$ cat src/rtl/pwr_seq_pkg.sv
// Purpose: shared types, default timing and output decode for the per-domain power sequencer.
// Latency: n/a (types, constants and a pure decode function only).
// Backpressure: n/a.
package pwr_seq_pkg;

  typedef enum logic [3:0] {
    S_OFF     = 4'd0,
    S_PSW_ON  = 4'd1,
    S_RST     = 4'd2,
    S_RESTORE = 4'd3,
    S_DE_ISO  = 4'd4,
    S_CLK_ON  = 4'd5,
    S_ON      = 4'd6,
    S_CLK_OFF = 4'd7,
    S_ISO     = 4'd8,
    S_SAVE    = 4'd9,
    S_PSW_OFF = 4'd10
  } pwr_seq_state_t;

  localparam int DEF_CNT_W         = 8;
  localparam int DEF_ISO_SETUP_CYC = 2;
  localparam int DEF_RST_HOLD_CYC  = 4;
  localparam int DEF_PSW_TIMEOUT   = 64;

  // Domain control bundle, one bit per physical control.
  typedef struct packed {
    logic pwr_on;
    logic iso_en;
    logic clk_en;
    logic dom_rst;
    logic ret_save;
    logic ret_restore;
  } pwr_ctl_t;

  // Safe-off values: rail off, clamped, clock gated, domain held in reset.
  localparam pwr_ctl_t CTL_SAFE_OFF = '{pwr_on: 1'b0, iso_en: 1'b1, clk_en: 1'b0,
                                        dom_rst: 1'b1, ret_save: 1'b0, ret_restore: 1'b0};

  // Control values held while the sequencer sits in a given state.
  function automatic pwr_ctl_t ctl_decode(pwr_seq_state_t s);
    pwr_ctl_t c;
    c = CTL_SAFE_OFF;
    case (s)
      S_PSW_ON, S_RST: begin c.pwr_on = 1'b1; end
      S_RESTORE:       begin c.pwr_on = 1'b1; c.dom_rst = 1'b0; c.ret_restore = 1'b1; end
      S_DE_ISO,
      S_CLK_OFF:       begin c.pwr_on = 1'b1; c.iso_en = 1'b0; c.dom_rst = 1'b0; end
      S_CLK_ON, S_ON:  begin c.pwr_on = 1'b1; c.iso_en = 1'b0; c.dom_rst = 1'b0; c.clk_en = 1'b1; end
      S_ISO:           begin c.pwr_on = 1'b1; c.dom_rst = 1'b0; end
      S_SAVE:          begin c.pwr_on = 1'b1; c.dom_rst = 1'b0; c.ret_save = 1'b1; end
      S_PSW_OFF:       begin c.dom_rst = 1'b0; end
      default:         c = CTL_SAFE_OFF;
    endcase
    return c;
  endfunction

endpackage

$ cat src/rtl/pwr_seq_timer.sv
// Purpose: loadable down-counter shared by the hold waits and the power-switch ack timeout.
// Latency: expired is high once the count has reached zero (load value N gives N+1 cycles).
// Backpressure: none; load has priority over counting.
module pwr_seq_timer #(
  parameter int CNT_W = 8
) (
  input  logic             clk,
  input  logic             rst,
  input  logic             load,
  input  logic [CNT_W-1:0] load_val,
  output logic             expired
);

  logic [CNT_W-1:0] cnt;

  // Load on request, otherwise count down and park at zero.
  always_ff @(posedge clk) begin
    if (rst) begin
      cnt <= '0;
    end else if (load) begin
      cnt <= load_val;
    end else if (cnt != '0) begin
      cnt <= cnt - 1'b1;
    end
  end

  assign expired = (cnt == '0);

endmodule

$ cat src/rtl/pwr_domain_seq_ctrl.sv
// Purpose: per-domain power sequencer turning PMU on/off requests into ordered clock/iso/retention/switch/reset steps.
// Latency: outputs registered from the next state; done pulses in the first cycle of S_ON/S_OFF.
// Backpressure: req_ready only in S_ON/S_OFF; requests seen while busy are ignored. Macro: PWR_SEQ_RETENTION_EN.
module pwr_domain_seq_ctrl
  import pwr_seq_pkg::*;
#(
  parameter int CNT_W         = DEF_CNT_W,
  parameter int ISO_SETUP_CYC = DEF_ISO_SETUP_CYC,
  parameter int RST_HOLD_CYC  = DEF_RST_HOLD_CYC,
  parameter int PSW_TIMEOUT   = DEF_PSW_TIMEOUT
) (
  input  logic       clk,
  input  logic       rst,
  input  logic       req_valid,
  input  logic       req_on,
  output logic       req_ready,
  input  logic       psw_ack,
  output logic       pwr_on,
  output logic       iso_en,
  output logic       clk_en,
  output logic       dom_rst,
  output logic       ret_save,
  output logic       ret_restore,
  output logic       done,
  output logic       err,
  output logic [3:0] state
);

`ifdef PWR_SEQ_RETENTION_EN
  localparam bit RET_EN = 1'b1;
`else
  localparam bit RET_EN = 1'b0;
`endif

  localparam logic [CNT_W-1:0] LD_TMO = CNT_W'(PSW_TIMEOUT - 1);
  localparam logic [CNT_W-1:0] LD_ISO = CNT_W'(ISO_SETUP_CYC - 1);
  localparam logic [CNT_W-1:0] LD_RST = CNT_W'(RST_HOLD_CYC - 1);

  pwr_seq_state_t   cur_state, nxt_state;
  pwr_ctl_t         ctl_q, nxt_ctl;
  logic             ack_s1, ack_s2;
  logic             tmr_load, tmr_exp;
  logic [CNT_W-1:0] tmr_val;
  logic             accept, seq_done, timeout;

  // Two-flop synchroniser for the asynchronous rail-good status.
  always_ff @(posedge clk) begin
    if (rst) begin
      ack_s1 <= 1'b0;
      ack_s2 <= 1'b0;
    end else begin
      ack_s1 <= psw_ack;
      ack_s2 <= ack_s1;
    end
  end

  pwr_seq_timer #(.CNT_W(CNT_W)) u_timer (
    .clk      (clk),
    .rst      (rst),
    .load     (tmr_load),
    .load_val (tmr_val),
    .expired  (tmr_exp)
  );

  // State register plus registered outputs, done pulse and sticky error.
  always_ff @(posedge clk) begin
    if (rst) begin
      cur_state <= S_OFF;
      ctl_q     <= CTL_SAFE_OFF;
      done      <= 1'b0;
      err       <= 1'b0;
    end else begin
      cur_state <= nxt_state;
      ctl_q     <= nxt_ctl;
      done      <= seq_done;
      if (timeout) begin
        err <= 1'b1;
      end else if (accept) begin
        err <= 1'b0;
      end
    end
  end

  // Next-state logic; also arms the shared timer on entry to a timed state.
  always_comb begin
    nxt_state = cur_state;
    tmr_load  = 1'b0;
    tmr_val   = '0;
    accept    = 1'b0;
    seq_done  = 1'b0;
    timeout   = 1'b0;
    case (cur_state)
      S_OFF: if (req_valid) begin
        accept = 1'b1;
        if (req_on) begin
          nxt_state = S_PSW_ON;
          tmr_load  = 1'b1;
          tmr_val   = LD_TMO;
        end else begin
          seq_done = 1'b1;
        end
      end
      S_ON: if (req_valid) begin
        accept = 1'b1;
        if (!req_on) begin
          nxt_state = S_CLK_OFF;
        end else begin
          seq_done = 1'b1;
        end
      end
      // Ack beats a simultaneous timeout.
      S_PSW_ON: if (ack_s2) begin
        nxt_state = S_RST;
        tmr_load  = 1'b1;
        tmr_val   = LD_RST;
      end else if (tmr_exp) begin
        nxt_state = S_OFF;
        timeout   = 1'b1;
      end
      S_RST:     if (tmr_exp) nxt_state = RET_EN ? S_RESTORE : S_DE_ISO;
      S_RESTORE: nxt_state = S_DE_ISO;
      S_DE_ISO:  nxt_state = S_CLK_ON;
      S_CLK_ON: begin
        nxt_state = S_ON;
        seq_done  = 1'b1;
      end
      S_CLK_OFF: begin
        nxt_state = S_ISO;
        tmr_load  = 1'b1;
        tmr_val   = LD_ISO;
      end
      S_ISO: if (tmr_exp) begin
        if (RET_EN) begin
          nxt_state = S_SAVE;
        end else begin
          nxt_state = S_PSW_OFF;
          tmr_load  = 1'b1;
          tmr_val   = LD_TMO;
        end
      end
      S_SAVE: begin
        nxt_state = S_PSW_OFF;
        tmr_load  = 1'b1;
        tmr_val   = LD_TMO;
      end
      S_PSW_OFF: if (!ack_s2) begin
        nxt_state = S_OFF;
        seq_done  = 1'b1;
      end else if (tmr_exp) begin
        nxt_state = S_OFF;
        timeout   = 1'b1;
      end
      default: nxt_state = S_OFF;
    endcase
  end

  // Output decode from the next state so the registered controls track the state register.
  always_comb begin
    nxt_ctl             = ctl_decode(nxt_state);
    nxt_ctl.ret_save    = nxt_ctl.ret_save & RET_EN;
    nxt_ctl.ret_restore = nxt_ctl.ret_restore & RET_EN;
  end

  assign req_ready   = (cur_state == S_ON) || (cur_state == S_OFF);
  assign pwr_on      = ctl_q.pwr_on;
  assign iso_en      = ctl_q.iso_en;
  assign clk_en      = ctl_q.clk_en;
  assign dom_rst     = ctl_q.dom_rst;
  assign ret_save    = ctl_q.ret_save;
  assign ret_restore = ctl_q.ret_restore;
  assign state       = cur_state;

endmodule
$ cat config.mk
export PLATFORM = sky130hd
export DESIGN_NAME = pwr_domain_seq_ctrl
export DESIGN_NICKNAME = d
export VERILOG_FILES = /design/src/rtl/pwr_seq_pkg.sv /design/src/rtl/pwr_seq_timer.sv /design/src/rtl/pwr_domain_seq_ctrl.sv
export SDC_FILE = /design/constraint.sdc
export NUM_CORES = 1
export LEC_CHECK = 0
export ABC_CLOCK_PERIOD_IN_PS = 2250
export CAP_MARGIN = 10
export CORE_ASPECT_RATIO = 0.6
export CORE_MARGIN = 10
export CORE_UTILIZATION = 52
export CTS_CLUSTER_DIAMETER = 30
export DETAILED_ROUTE_END_ITERATION = 16
export GPL_TIMING_DRIVEN = 1
export PLACE_DENSITY_LB_ADDON = 0.3
export SYNTH_ARGS = -nofsm -noshare
export SYNTH_HDL_FRONTEND = slang
export SYNTH_SLANG_ARGS = --single-unit
$ cat constraint.sdc
create_clock -name clk -period 2.25 [get_ports clk]
set_input_delay 0.3375 -clock clk [delete_from_list [all_inputs] [get_ports clk]]
set_output_delay 0.3375 -clock clk [all_outputs]
set_load 0.01 [all_outputs]
# Yosys cells after proc, flatten, opt, wreduce, memory -nomap -nowiden
# Index checks and enable logic that the tools add are counted.
[classes] addsub=1 n_reduce_logical=12 eq_ne=20 mux=37
[ops] op="4-bit one-hot mux with 11 select lines" count=1
[ops] op="4-bit 2-to-1 mux" count=9
[ops] op="4-bit by 3-bit equality test with 1-bit output (second input constant)" count=8
[ops] op="6-bit one-hot mux with 5 select lines" count=1
[ops] op="4-bit equality test (second input constant)" count=6
[ops] op="6-bit 2-to-1 mux" count=3
[ops] op="1-bit 2-to-1 mux" count=17
[ops] op="4-bit by 2-bit equality test with 1-bit output (second input constant)" count=4
[ops] op="8-bit 2-to-1 mux" count=2
[ops] op="9-bit OR reduction" count=1
[ops] op="4-bit by 1-bit equality test with 1-bit output (second input constant)" count=2
[ops] op="8-bit zero test" count=1
[ops] op="1-bit one-hot mux with 4 select lines" count=2
[ops] op="8-bit nonzero test" count=1
[ops] op="8-bit OR reduction" count=1
[ops] op="8-bit by 1-bit subtractor with 8-bit output (second input constant)" count=1
[ops] op="2-bit OR reduction" count=3
[ops] op="4-bit zero test" count=1
[ops] op="2-bit nonzero test" count=2
[ops] op="4-bit OR reduction" count=1
[ops] op="2-bit 2-to-1 mux" count=1
[ops] op="1-bit one-hot mux with 2 select lines" count=1
[ops] op="1-bit logical OR" count=1
[word_totals] ff_bits=22 inputBits=5

# Depth between registers and ports, before layout
[logic_depth] ltp_word=7 mapped_depth=7 depth_no_buf=7

# Cells and area by module
# From an unflattened synthesis, not the netlist that was laid out.
[hier_totals] cells_unflattened=132 area_unflattened_um2=1101.1
[by_module_without_submodules] mod="pwr_domain_seq_ctrl" area_each_um2=625.6 cells_per_inst=79 instances=1
[by_module_without_submodules] mod="pwr_seq_timer" area_each_um2=475.5 cells_per_inst=53 instances=1

# Least setup slack after synthesis
# No wires, ideal clock.
[synth_timing] kind="register to register" start="register u_timer.cnt[0]" end="register ctl_q, in the netlist pwr_on" period_less_slack_ns=1.806 n_path_buf=0 stages_incl_launch_ff=8 arrival_time_ns=1.718 path_slack_ns=0.444 required_time_ns=2.162 path_cell_list="dfxtp_1 > inv_1 > ha_1 > or3b_2 > nor2_8 > o311ai_2 > and2_1 > a311oi_2"
[synth_via] elab_chain_cells=7 elab_cells_between_ends=18
[synth_lines] item="start: declaration" line_no="pwr_seq_timer.sv:14" text="logic [CNT_W-1:0] cnt;"
[synth_lines] item="start signal: assignment" line_no="pwr_seq_timer.sv:21" text="cnt <= load_val;"
[synth_lines] item="start signal: assignment" line_no="pwr_seq_timer.sv:23" text="cnt <= cnt - 1'b1;"
[synth_lines] item="8-bit zero test *" line_no="pwr_seq_timer.sv:27" text="assign expired = (cnt == '0);"
[synth_lines] item="4-bit 2-to-1 mux" line_no="pwr_domain_seq_ctrl.sv:116, pwr_domain_seq_ctrl.sv:149"
[synth_lines] item="4-bit 2-to-1 mux, on equally long branches" line_no="pwr_domain_seq_ctrl.sv:146, pwr_domain_seq_ctrl.sv:112"
[synth_lines] item="4-bit one-hot mux with 11 select lines *" line_no="pwr_domain_seq_ctrl.sv:92" text="case (cur_state)"
[synth_lines] item="4-bit equality test, or another cell as far along" line_no="pwr_seq_pkg.sv:43" text="case (s)"
[synth_lines] item="9-bit OR reduction (no line) *"
[synth_lines] item="1-bit 2-to-1 mux *" line_no="pwr_seq_pkg.sv:43"
[synth_lines] item="end signal: assignment" line_no="pwr_domain_seq_ctrl.sv:74" text="ctl_q <= nxt_ctl;"
[synth_lines] item="end: declaration" line_no="pwr_domain_seq_ctrl.sv:40" text="pwr_ctl_t ctl_q, nxt_ctl;"
# Mark *: on every way between the ends. The rest lies on a longest branch, timed or not.
# A chain may end at the register's enable or synchronous reset.

# Worst setup path in the final report
# Ends and elaborated chain as after synthesis.

==> qor.yml <==
setup_path:
  worstPathCellList: "inv_1, ha_1, or3b_2, nor2_8, nor3_1, a21oi_1, a311oi_2"
  crit_required_ns: 2.44
  cp_top_family: "simple AND/OR/NAND/NOR gates"
  cp.arrival_ns: 2.23
  start_kind: "flop"
  worstPathMaxFanout: 9
  cp-end-kind: "flop"
  crit_buf_inv: 1
  cp_slowest_cell: "or3b_2"
  cpPeakStageDelay_ns: 0.55
  crit_type: "reg -> reg"
sta:
  tightest_slew_ns: 0.536
  fmax_mhz: 491
  clock_skew_ns: 0.00300
  setup_violations: 0
  fin_hold_ws_ns: 0.465
  hold_viol_final: 0
  rsz0062_at_grt: "no"
  timing.slew.headroom_pct: 64.2
  slew_viol_final: 0
  period_needed_ns: 2.04
  finalSetupTns_ns: 0
  period_share_pct: 90.5
die:
  rows: 12
  start_util_pct: 57.6
  dieArea_um2: 4480
  die_height_um: 56.0
  die_w_um: 80.0
  core-area_um2: 1950
  io_pins: 18
route:
  firstDrtPassIters: 4
  drt_iter0_drc: 106
  ant_nets: 0
  routedWlPerCell_um: 15.0
  drc_errors: 0
  drt-total-wl_mm: 2.64
  via_per_inst: 5.72
  num_vias: 1006
finish:
  n_fill_cell: 157
  multi_input_area_um2: 658
  area_growth_syn_to_layout_pct: 17.8
  post-route-util_pct: 67.9
  num_antenna_cells: 0
  drive_gt1_share_pct: 14.9
  seq_area_um2: 402
  nets: 155
logic_synthesis:
  ys_seq_area_share_pct: 35.6
  netlist_area_um2: 1120
  ys_seq_elements: 20
  yosysTopAreaCellShare_pct: 35.6
  synth_edf_count: 0
  avgSynthCellArea_um2: 8.59
  synthTopCellsByArea: "dfxtp_1 36%, nor2_1 5.3%, nor2b_1 3.3%, o21a_1 3.3%, nand2_1 3.0%"
  synth.distinct_cells: 46
  synth-async-reset-ratio_pct: 0
  syn_inst: 131
  synth_area_leader_cell: "dfxtp_1"
  ys.flop_type: "dfxtp_1"
  yosysWarnings: 0
pwr:
  seqPwrFrac_pct: 38.8
  p_leak_uw: 0.000503
  p_int_uw: 767
  p_sw_uw: 475
  switching_share_pct: 38.3
  irDropWorstVdd_mv: 0.421
  power_density_nw_per_um2: 938
  pwr-share-clk_pct: 17.1
  finalPower_uw: 1240
  combPwrFrac_pct: 44.1
clock_network:
  cts_root_buf: "clkbuf_4"
  insertion_delay_ns: 0.31
  cts_htree_levels: 1
  clkSlewWorstSetupHoldPaths_ns: 0.11
  cts_buffers: 3
  cts_tree: "yes"
  cts.sink_count: 20
  ctsHoldBuffers: 0
  clockBufferDepth: 2
placed_design:
  hpwl_mm: 2.01
  routabilityCongestion: 0.935
  portBuffers: 15
outcome:
  status: "completed"
hold_path:
  hold_class: "reg -> reg"
grt:
  grt_max_degree: 15
  grt_pass1_vias: 954
  grt_pass1_wl_mm: 4.67
  track_usage_pct: 12.6
  grt-ovfl-total: 0
  antenna_found_initial: 0
flow_run:
  drv_cap: 0
[per-stage QoR]
stage / area [um^2] / std cells / setup slack (ns)
final: 1330 / 176 / 0.213
after global routing: 1330 / 176 / 0.0682
after CTS: 1320 / 176 / 0.0716
after detailed placement: 1280 / 172 / 0.235
after global placement: 1280 / 172 / 0.274
after floorplan: 1130 / 132 / 0.444
[Yosys cell counts (3+ instances only)]
cell type  count
buf_4          3
a21oi_1        6
nor3_1         4
o21ai_0        3
o21a_1         5
nand3_1        5
xnor2_1        3
nand2_1        9
inv_1          5
nor2_1        16
a22oi_1        3
nand2b_1       4
dfxtp_1       20
nor2b_1        6
[layout make-up]
| cell class | count | area share, % |
|---|---|---|
| inverters | 5 | 1.42 |
| well taps | 28 | 2.64 |
| repair buffers | 18 | 13.2 |
| multi-input cells | 101 | 49.7 |
| clock buffers | 4 | 2.74 |
| flip-flops and latches | 20 | 30.3 |
[sequential cells by signal, summed over array words and instances (netlist names)]
signal       count
ack_s1           1
ack_s2           1
clk_en           1
dom_rst          1
done             1
err              1
iso_en           1
pwr_on           1
state            4
u_timer.cnt      8
[kinds of logic after synthesis]
family	synth area share [%]
compound gates	22.4
xor+xnor	3.89
fa+ha+maj	1.11
buf+inv	6.45
flops	35.6
mux	1.78
other cells	0.333
simple gates	28.5
[cell usage in the layout, fill, tap and decap left out, types with 4 or more instances in the layout]
cell type	Yosys	routed
inv_1	5	5
o21a_1	5	5
nor3_1	4	4
nand3_1	5	5
dfxtp_1	20	19
clkdlybuf4s50_1	0	14
nor2_1	16	15
nand2b_1	4	4
a21oi_1	6	6
nor2b_1	6	6
nand2_1	9	9
[worst paths after layout]
kind                  start     end  slack (ns)  depth (start not counted)
min                  ack_s1  ack_s2        0.46                          1
max reg2reg  u_timer.cnt[0]  pwr_on        0.21                          7
max          u_timer.cnt[0]  pwr_on        0.21                          7
min reg2reg          ack_s1  ack_s2        0.46                          1
[repair_timing]
| item | in CTS | in global routing |
|---|---|---|
| cloned | 0 | 0 |
| setup buffers | 0 | 0 |
| endpoints found under the setup margin | 1 | 1 |
| pin swaps | 0 | 0 |
| gates resized for setup | 2 | 2 |
[worst register-to-register path, delay by kind of cell, from the launching register on]
kind / cells / cell delay [ns]
AOI/OAI and AO/OA: 2 / 0.45
adders and majority gates: 1 / 0.21
buffers and inverters: 1 / 0.09
DFF: 1 / 0.33
and+or+nand+nor: 3 / 0.84
[layer usage]
layer  part of all wire [%]  routed length, um  vias to the layer above  GRT usage (%)
met5                      0                  0                        -              0
met4                   0.80                 21                        0           2.48
met3                     12                319                        4           5.31
met2                     40               1060                       41           16.7
met1                     47               1240                      474           17.9
li1                       -                  -                      487              -
[power groups by stage]
stage | logic, uW | clock network, uW | registers (uW)
after floorplan | 451 | 0 | 468
after global placement | 530 | 0 | 484
after detailed placement | 542 | 0 | 485
after CTS | 544 | 213 | 480
after global routing | 609 | 232 | 493
final | 548 | 212 | 482
(Power assumes the default switching activity.)
